[config.mk]
export PLATFORM = sky130hd
export DESIGN_NAME = decode_seq
export DESIGN_NICKNAME = d
export VERILOG_FILES = /design/src/rtl/decode_pkg.sv /design/src/rtl/decode_core.sv /design/src/rtl/decode_seq.sv
export SDC_FILE = /design/constraint.sdc
export NUM_CORES = 1
export LEC_CHECK = 0
export CAP_MARGIN = 20
export CORE_ASPECT_RATIO = 0.6
export CORE_MARGIN = 2
export CORE_UTILIZATION = 51
export DETAILED_ROUTE_END_ITERATION = 8
export PLACE_DENSITY = 0.91
export SLEW_MARGIN = 40
export SYNTH_ARGS = -nofsm -noshare
export SYNTH_HDL_FRONTEND = slang
export SYNTH_SLANG_ARGS = --single-unit
[constraint.sdc]
create_clock -name clk -period 2.26 [get_ports clk]
set_input_delay 0.339 -clock clk [delete_from_list [all_inputs] [get_ports clk]]
set_output_delay 0.339 -clock clk [all_outputs]
set_load 0.03 [all_outputs]
[src/rtl/decode_pkg.sv]
// Shared definitions for the Thumb decode sequencer.
// Contents: opcode constants, default widths, LR/PC register indices,
// sequencer state encoding, and helpers for walking a PUSH/POP list.
package decode_pkg;

    localparam int INSTR_W_DEF = 16;
    localparam int OPC_W_DEF   = 5;
    localparam int IMM_W_DEF   = 8;
    localparam int LIST_W      = 9;   // r0..r7 plus LR/PC

    localparam logic [4:0] OPC_NULL  = 5'h00;
    localparam logic [4:0] OPC_ADDSP = 5'h01;
    localparam logic [4:0] OPC_SUBSP = 5'h02;
    localparam logic [4:0] OPC_MOVS  = 5'h03;
    localparam logic [4:0] OPC_MOV   = 5'h04;
    localparam logic [4:0] OPC_ADDS  = 5'h05;
    localparam logic [4:0] OPC_LDRPC = 5'h06;
    localparam logic [4:0] OPC_LDR   = 5'h07;
    localparam logic [4:0] OPC_STR   = 5'h08;
    localparam logic [4:0] OPC_BN    = 5'h09;
    localparam logic [4:0] OPC_POP   = 5'h0A;
    localparam logic [4:0] OPC_PUSH  = 5'h0B;
    localparam logic [4:0] OPC_CMP   = 5'h10;
    localparam logic [4:0] OPC_BLEN  = 5'h18;

    localparam logic [3:0] IDX_LR = 4'd14;
    localparam logic [3:0] IDX_PC = 4'd15;

    typedef enum logic {
        SEQ_IDLE,
        SEQ_EXPAND
    } seq_state_e;

    // Position of the lowest set bit; 0 for an empty mask.
    function automatic logic [3:0] lowest_set(input logic [LIST_W-1:0] m);
        logic [3:0] pos;
        pos = 4'd0;
        // Scanning downwards lets the lowest set bit be the final assignment.
        for (int i = LIST_W - 1; i >= 0; i--) begin
            if (m[i]) pos = 4'(i);
        end
        return pos;
    endfunction

    // List bit position to architectural register index.
    function automatic logic [3:0] list_reg_index(input logic [3:0] pos,
                                                  input logic       is_pop);
        logic [3:0] idx;
        if (pos == 4'd8) idx = is_pop ? IDX_PC : IDX_LR;
        else             idx = pos;
        return idx;
    endfunction

endpackage

[src/rtl/decode_core.sv]
// Combinational Thumb decode table: maps instr[15:10] to an opcode and
// extracts the immediate / register field. First matching pattern wins.
// Ports:
//   instr_i    instruction word
//   opcode_o   decoded opcode
//   imm_o      immediate, zero-extended (or truncated) to IMM_W
//   is_list_o  instruction is a PUSH or POP carrying a register list
module decode_core
    import decode_pkg::*;
#(
    parameter int INSTR_W = INSTR_W_DEF,
    parameter int OPC_W   = OPC_W_DEF,
    parameter int IMM_W   = IMM_W_DEF
) (
    input  logic [INSTR_W-1:0] instr_i,
    output logic [OPC_W-1:0]   opcode_o,
    output logic [IMM_W-1:0]   imm_o,
    output logic               is_list_o
);

    logic [5:0] field;
    logic [4:0] opc;
    logic [7:0] imm8;

    assign field = instr_i[15:10];

    // NOTE: every output of a combinational block gets a default before any
    // branch; a path that leaves a variable unassigned would infer a latch.
    always_comb begin
        opc  = OPC_NULL;
        imm8 = 8'h00;
        // if/else chain gives explicit priority where patterns overlap
        // (SUBSP 101100 shadows half of the PUSH pattern).
        if      (field ==? 6'b10101?) opc = OPC_ADDSP;
        else if (field ==? 6'b101100) opc = OPC_SUBSP;
        else if (field ==? 6'b00100?) opc = OPC_MOVS;
        else if (field ==? 6'b010001) begin
            opc  = OPC_MOV;
            imm8 = {4'b0000, instr_i[7], instr_i[2:0]};
        end
        else if (field ==? 6'b000111) opc = OPC_ADDS;
        else if (field ==? 6'b01001?) opc = OPC_LDRPC;
        else if (field ==? 6'b01101?) opc = OPC_LDR;
        else if (field ==? 6'b01100?) opc = OPC_STR;
        else if (field ==? 6'b11100?) opc = OPC_BN;
        else if (field ==? 6'b00101?) begin
            opc  = OPC_CMP;
            imm8 = {5'b00000, instr_i[10:8]};
        end
        else if (field ==? 6'b10110?) opc = OPC_PUSH;
        else if (field ==? 6'b10111?) opc = OPC_POP;
        else if (field ==? 6'b110111) begin
            opc  = OPC_BLEN;
            imm8 = instr_i[7:0];
        end
    end

    assign opcode_o  = OPC_W'(opc);
    assign imm_o     = IMM_W'(imm8);
    assign is_list_o = (opc == OPC_PUSH) || (opc == OPC_POP);

endmodule

[src/rtl/decode_seq.sv]
// Registered, valid/ready Thumb decoder. Emits one micro-op per cycle and
// expands PUSH/POP register lists into one micro-op per register, lowest
// register first.
// Ports:
//   clk, rst               clock, asynchronous active-high reset
//   flush                  drop held output and abort any expansion
//   in_valid/in_instr      instruction from fetch buffer
//   in_ready               instruction accepted this cycle
//   out_valid/out_ready    micro-op handshake to execute
//   out_opcode/out_imm     decoded opcode, immediate or register index
//   out_last               final micro-op of the current instruction
module decode_seq
    import decode_pkg::*;
#(
    parameter int INSTR_W   = INSTR_W_DEF,
    parameter int OPC_W     = OPC_W_DEF,
    parameter int IMM_W     = IMM_W_DEF,
    parameter bit EXPAND_EN = 1'b1
) (
    input  logic               clk,
    input  logic               rst,
    input  logic               flush,
    input  logic               in_valid,
    input  logic [INSTR_W-1:0] in_instr,
    output logic               in_ready,
    output logic               out_valid,
    input  logic               out_ready,
    output logic [OPC_W-1:0]   out_opcode,
    output logic [IMM_W-1:0]   out_imm,
    output logic               out_last
);

    seq_state_e        state_q, state_d;
    logic [LIST_W-1:0] mask_q, mask_d;       // registers still to emit
    logic              out_valid_q, out_valid_d;
    logic [OPC_W-1:0]  out_opcode_q, out_opcode_d;
    logic [IMM_W-1:0]  out_imm_q, out_imm_d;
    logic              out_last_q, out_last_d;

    logic [OPC_W-1:0]  dec_opcode;
    logic [IMM_W-1:0]  dec_imm;
    logic              dec_is_list;

    logic              accept;
    logic              out_hs;
    logic              held_is_pop;
    logic [LIST_W-1:0] in_mask, in_rest;
    logic [LIST_W-1:0] next_rest;
    logic [3:0]        in_first_pos, next_pos;

    decode_core #(
        .INSTR_W (INSTR_W),
        .OPC_W   (OPC_W),
        .IMM_W   (IMM_W)
    ) u_core (
        .instr_i   (in_instr),
        .opcode_o  (dec_opcode),
        .imm_o     (dec_imm),
        .is_list_o (dec_is_list)
    );

    // A new instruction is only taken once the held op is the last of its
    // instruction and is leaving (or nothing is held).
    assign in_ready = !flush && (state_q == SEQ_IDLE) && (!out_valid_q || out_ready);
    assign accept   = in_valid && in_ready;
    assign out_hs   = out_valid_q && out_ready;

    // List of the incoming PUSH/POP: bit 8 is LR (PUSH) or PC (POP).
    assign in_mask      = in_instr[8:0];
    assign in_first_pos = lowest_set(in_mask);
    assign in_rest      = in_mask & (in_mask - LIST_W'(1));   // clear lowest bit

    assign held_is_pop  = (out_opcode_q == OPC_W'(OPC_POP));
    assign next_pos     = lowest_set(mask_q);
    assign next_rest    = mask_q & (mask_q - LIST_W'(1));

    always_comb begin
        state_d      = state_q;
        mask_d       = mask_q;
        out_valid_d  = out_valid_q;
        out_opcode_d = out_opcode_q;
        out_imm_d    = out_imm_q;
        out_last_d   = out_last_q;

        if (flush) begin
            out_valid_d = 1'b0;
            state_d     = SEQ_IDLE;
            mask_d      = '0;
        end else if (state_q == SEQ_EXPAND) begin
            // Opcode stays PUSH/POP; only the register index advances.
            if (out_hs) begin
                out_imm_d  = IMM_W'(list_reg_index(next_pos, held_is_pop));
                out_last_d = (next_rest == '0);
                mask_d     = next_rest;
                if (next_rest == '0) state_d = SEQ_IDLE;
            end
        end else if (accept) begin
            out_valid_d  = 1'b1;
            out_opcode_d = dec_opcode;
            if (dec_is_list && EXPAND_EN) begin
                // An empty list still emits one op (index 0) so the
                // instruction retires instead of vanishing.
                out_imm_d  = IMM_W'(list_reg_index(in_first_pos,
                                     dec_opcode == OPC_W'(OPC_POP)));
                out_last_d = (in_rest == '0);
                mask_d     = in_rest;
                if (in_rest != '0) state_d = SEQ_EXPAND;
            end else if (dec_is_list) begin
                out_imm_d  = IMM_W'(in_instr[7:0]);
                out_last_d = 1'b1;
            end else begin
                out_imm_d  = dec_imm;
                out_last_d = 1'b1;
            end
        end else if (out_hs) begin
            out_valid_d = 1'b0;
        end
    end

    // NOTE: sequential state uses non-blocking assignments so every register
    // samples the pre-edge values, independent of statement order.
    always_ff @(posedge clk or posedge rst) begin
        if (rst) begin
            state_q      <= SEQ_IDLE;
            mask_q       <= '0;
            out_valid_q  <= 1'b0;
            out_opcode_q <= OPC_W'(OPC_NULL);
            out_imm_q    <= '0;
            out_last_q   <= 1'b0;
        end else begin
            state_q      <= state_d;
            mask_q       <= mask_d;
            out_valid_q  <= out_valid_d;
            out_opcode_q <= out_opcode_d;
            out_imm_q    <= out_imm_d;
            out_last_q   <= out_last_d;
        end
    end

    assign out_valid  = out_valid_q;
    assign out_opcode = out_opcode_q;
    assign out_imm    = out_imm_q;
    assign out_last   = out_last_q;

endmodule

==> results of run 1 <==
## area by class of cell
type / instances / share of cell area, %
Timing Repair Buffer: 66 / 24.5
Sequential cell: 24 / 25.3
Clock inverter: 1 / 1.26
Inverter: 8 / 1.26
Multi-Input combinational cell: 163 / 43.5
Clock buffer: 3 / 1.74
Tap cell: 45 / 2.37
## cell usage after synthesis (3+ instances only)
master and count:
or2_2 3, or3_1 4, and3_1 4, a32o_1 3, nor2_1 26, o21ai_0 15, dfrtp_1 24, nand4_1 3
a22o_1 7, o22ai_1 3, buf_2 3, inv_1 8, nand3_1 8, a21oi_1 15, nand2b_1 3, a31oi_1 3
clkbuf_1 10, a211o_1 3, nor3_1 8, nand2_1 10, a211oi_1 6
## how the worst max path moves through the flow
stage	start	to	slack, ns	depth (start not counted)
final	mask_q[3]	state_q	0.23	5
after CTS	mask_q[3]	state_q	0.27	5
after global placement	in_instr[14]	mask_q[2]	0.04	6
after detailed placement	in_instr[3]	mask_q[8]	0.02	6
after floorplan	mask_q[1]	state_q	0.41	7
after global routing	mask_q[3]	state_q	0.16	5
## tightest hold or removal path: cells and delay by family
| family | cells | cell delay, ns |
|---|---|---|
| buf+inv | 3 | 0.74 |
## cells by family after synthesis
logic type      share of synthesized area (%)
simple gates                             26.0
compound gates                           30.5
flops                                    34.7
buf+inv                                  5.63
mux                                      1.88
xor+xnor                                 1.37
## metal layers
metal  vias up  wire length (µm)
met5         -                 0
met4         0               119
met3        15               773
met2       154              2120
met1       911              2420
li1        915                 -
## registers in the layout (all words and copies together), names as in the netlist
name	flops
mask_q	8
out_imm	8
out_last	1
out_opcode	5
out_valid	1
state_q	1
## power by group through the flow
stage               registers (µW)  logic, µW  clock network (µW)
floorplan                      526        121                   0
global placement               482        327                   0
detailed placement             483        333                   0
CTS                            474        335                 390
global route                   479        364                 411
finish                         475        340                 386
## per-stage QoR
stage | utilization, % | instances
2_1_floorplan | - | 210
6_report | 73.3 | 310
5_1_grt | 73.3 | 310
3_5_place_dp | 71.1 | 306
4_1_cts | 73.3 | 310
3_3_place_gp | 71.1 | 306
==> results.toml, run 1 <==
[detailed_routing]
vias = 1995
detail_route.first_pass.iterations = 5
totalWireLength_mm = 5.43
wire_per_inst_um = 17.5
remaining_drc_errors = 0
route.antenna.remaining_nets = 0
dr.first_iter.drc_count = 270
via_per_inst = 6.44

[power]
combinationalPowerShare_pct = 28.3
total_switching_power_uw = 355
fin_total_pwr_uw = 1200
seqPwrFrac_pct = 39.5
internal-power_uw = 846
power.share.clock_pct = 32.2
switching_share_pct = 29.6
cellLeakagePower_uw = 0.00104
peakVddDrop_mv = 0.279
pd_cells_nw_per_um2 = 505

[clock_tree]
number_of_buffers_inserted_during_clock_tree_synthesis = 3
clock_latency_on_the_worst_skew_pair_ns = 0.28
post_cts_resized = 0
clkSlewWorstSetupHoldPaths_ns = 0.09
cts_hold_buf = 0
ctsLongestPathBuffers = 2
tritoncts = "done"
cts.sinks = 24
cts_htree_levels = 1
cts.root.buffer_cell = "clkbuf_8"
cts_post_setup_buffers_inserted = 0

[sta]
fin_crit_ns = 2.03
clock.fmax_mhz = 491
post-route-period-util_pct = 90.0
slew_violations = 0
postLayoutSetupSlackWorst_ns = 0.225
tightest_slew_ns = 0.442
hold_viol_final = 0
setup_viol = 0
rsz0062_at_grt = "false"
finalSetupTns_ns = 0
max-slew-margin-rel_pct = 70.3
finalHoldWorstSlack_ns = 0.403
timing.clock.skew_ns = 0.00242

[yosys]
synth-edff-count = 0
synth.top_cells.by_area = "dfrtp_1, nor2_1, a21oi_1, o21ai_0, a22o_1"
yosysTopAreaCell = "dfrtp_1"
post_synth_instance_area_um2 = 1730
synth-seq-cells = 24
post_synth_inst_count = 210
yosysUniqueCellTypes = 53
synth.yosys.warnings = 0
synth.yosys.seq_area_share_pct = 34.7
post_syn_area_per_cell_um2 = 8.25
async_reset_ff_share_pct = 100
post-synth-top-area-fraction_pct = 34.7
synth_fp_nets = 231
synth_ff_type = "dfrtp_1"

[grt]
grt.met3_usage_pct = 9.81
globalRoute.totalOverflow = 0
grt_met2_usage_pct = 39.3
antenna_found_initial = 0
gr-usage-met1_pct = 47.0
grt_start_max_net_pins = 25
first_global_vias = 1771
grt_use_total_pct = 30.4
grt_pass1_wl_mm = 9.02
top_usage_layer = "met1"

[placement]
place.port_buffers = 36
routabilityCongestion = 0.966
placement.setup.worst_slack_ns = 0.0204
postPlaceCellArea_um2 = 2300
dp_hpwl_mm = 4.25

[critical_path]
timing.reg2reg.worst_path_depth = 5
reg2reg_from = "mask_q[3]"
worst_ep_arrival_time_ns = 2.21
max_stage_delay_ns = 0.52
cpLargestDelayFamily = "simple AND/OR/NAND/NOR gates"
critical_path.max_fanout = 6
endpoint_kind = "flop"
rr_endpoint = "state_q"
crit_required_ns = 2.43
r2r_slack_ns = 0.23
worst-setup-path-type = "flop to flop"
timing.critical_path.buf_inv = 0
start_kind = "flop"
cp_cell_sequence = "or3_1 -> a2111o_1 -> a31oi_1 -> nand3_1 -> and3_1"
critical_path.slowest_cell = "or3_1"

[die]
floorplan.die.width_um = 79.3
number_of_i_o_pins = 37
initial_utilization_pct = 53.4
std_cell_rows = 16
dieArea_um2 = 3900
chipHeight_um = 49.2
fp.coreArea_um2 = 3240

[cells_and_area]
final_nets = 287
num_antenna_cells = 0
final_cell_area_um2 = 2380
seq_area_um2 = 601
fillers = 263
layout_commonest_cell = "clkdlybuf4s50_1"
mostFrequentLayoutCells = "clkdlybuf4s50_1, buf_4, nor2_1, dfrtp_1"
area_growth_pct = 37.1
multi_input_combinational_cell_area_um2 = 1030
proportion_of_layout_cells_with_a_drive_suffix_above_1_pct = 17.4

[job]
cap_violations = 0

[status]
outcome = "finished clean"

[min_path]
hold_path.class = "input port to async pin"
No activity file was read; power rests on OpenSTA's default activity.
==> run 2, diff against run 1 <==
--- a/config.mk
+++ b/config.mk
@@ -11,7 +11,7 @@
 export CORE_UTILIZATION = 51
 export DETAILED_ROUTE_END_ITERATION = 8
 export PLACE_DENSITY = 0.91
-export SLEW_MARGIN = 40
+export SLEW_MARGIN = 20
 export SYNTH_ARGS = -nofsm -noshare
 export SYNTH_HDL_FRONTEND = slang
 export SYNTH_SLANG_ARGS = --single-unit
==> results of run 2 <==
The final DEF is identical to that of run 1; final timing and power are the same.
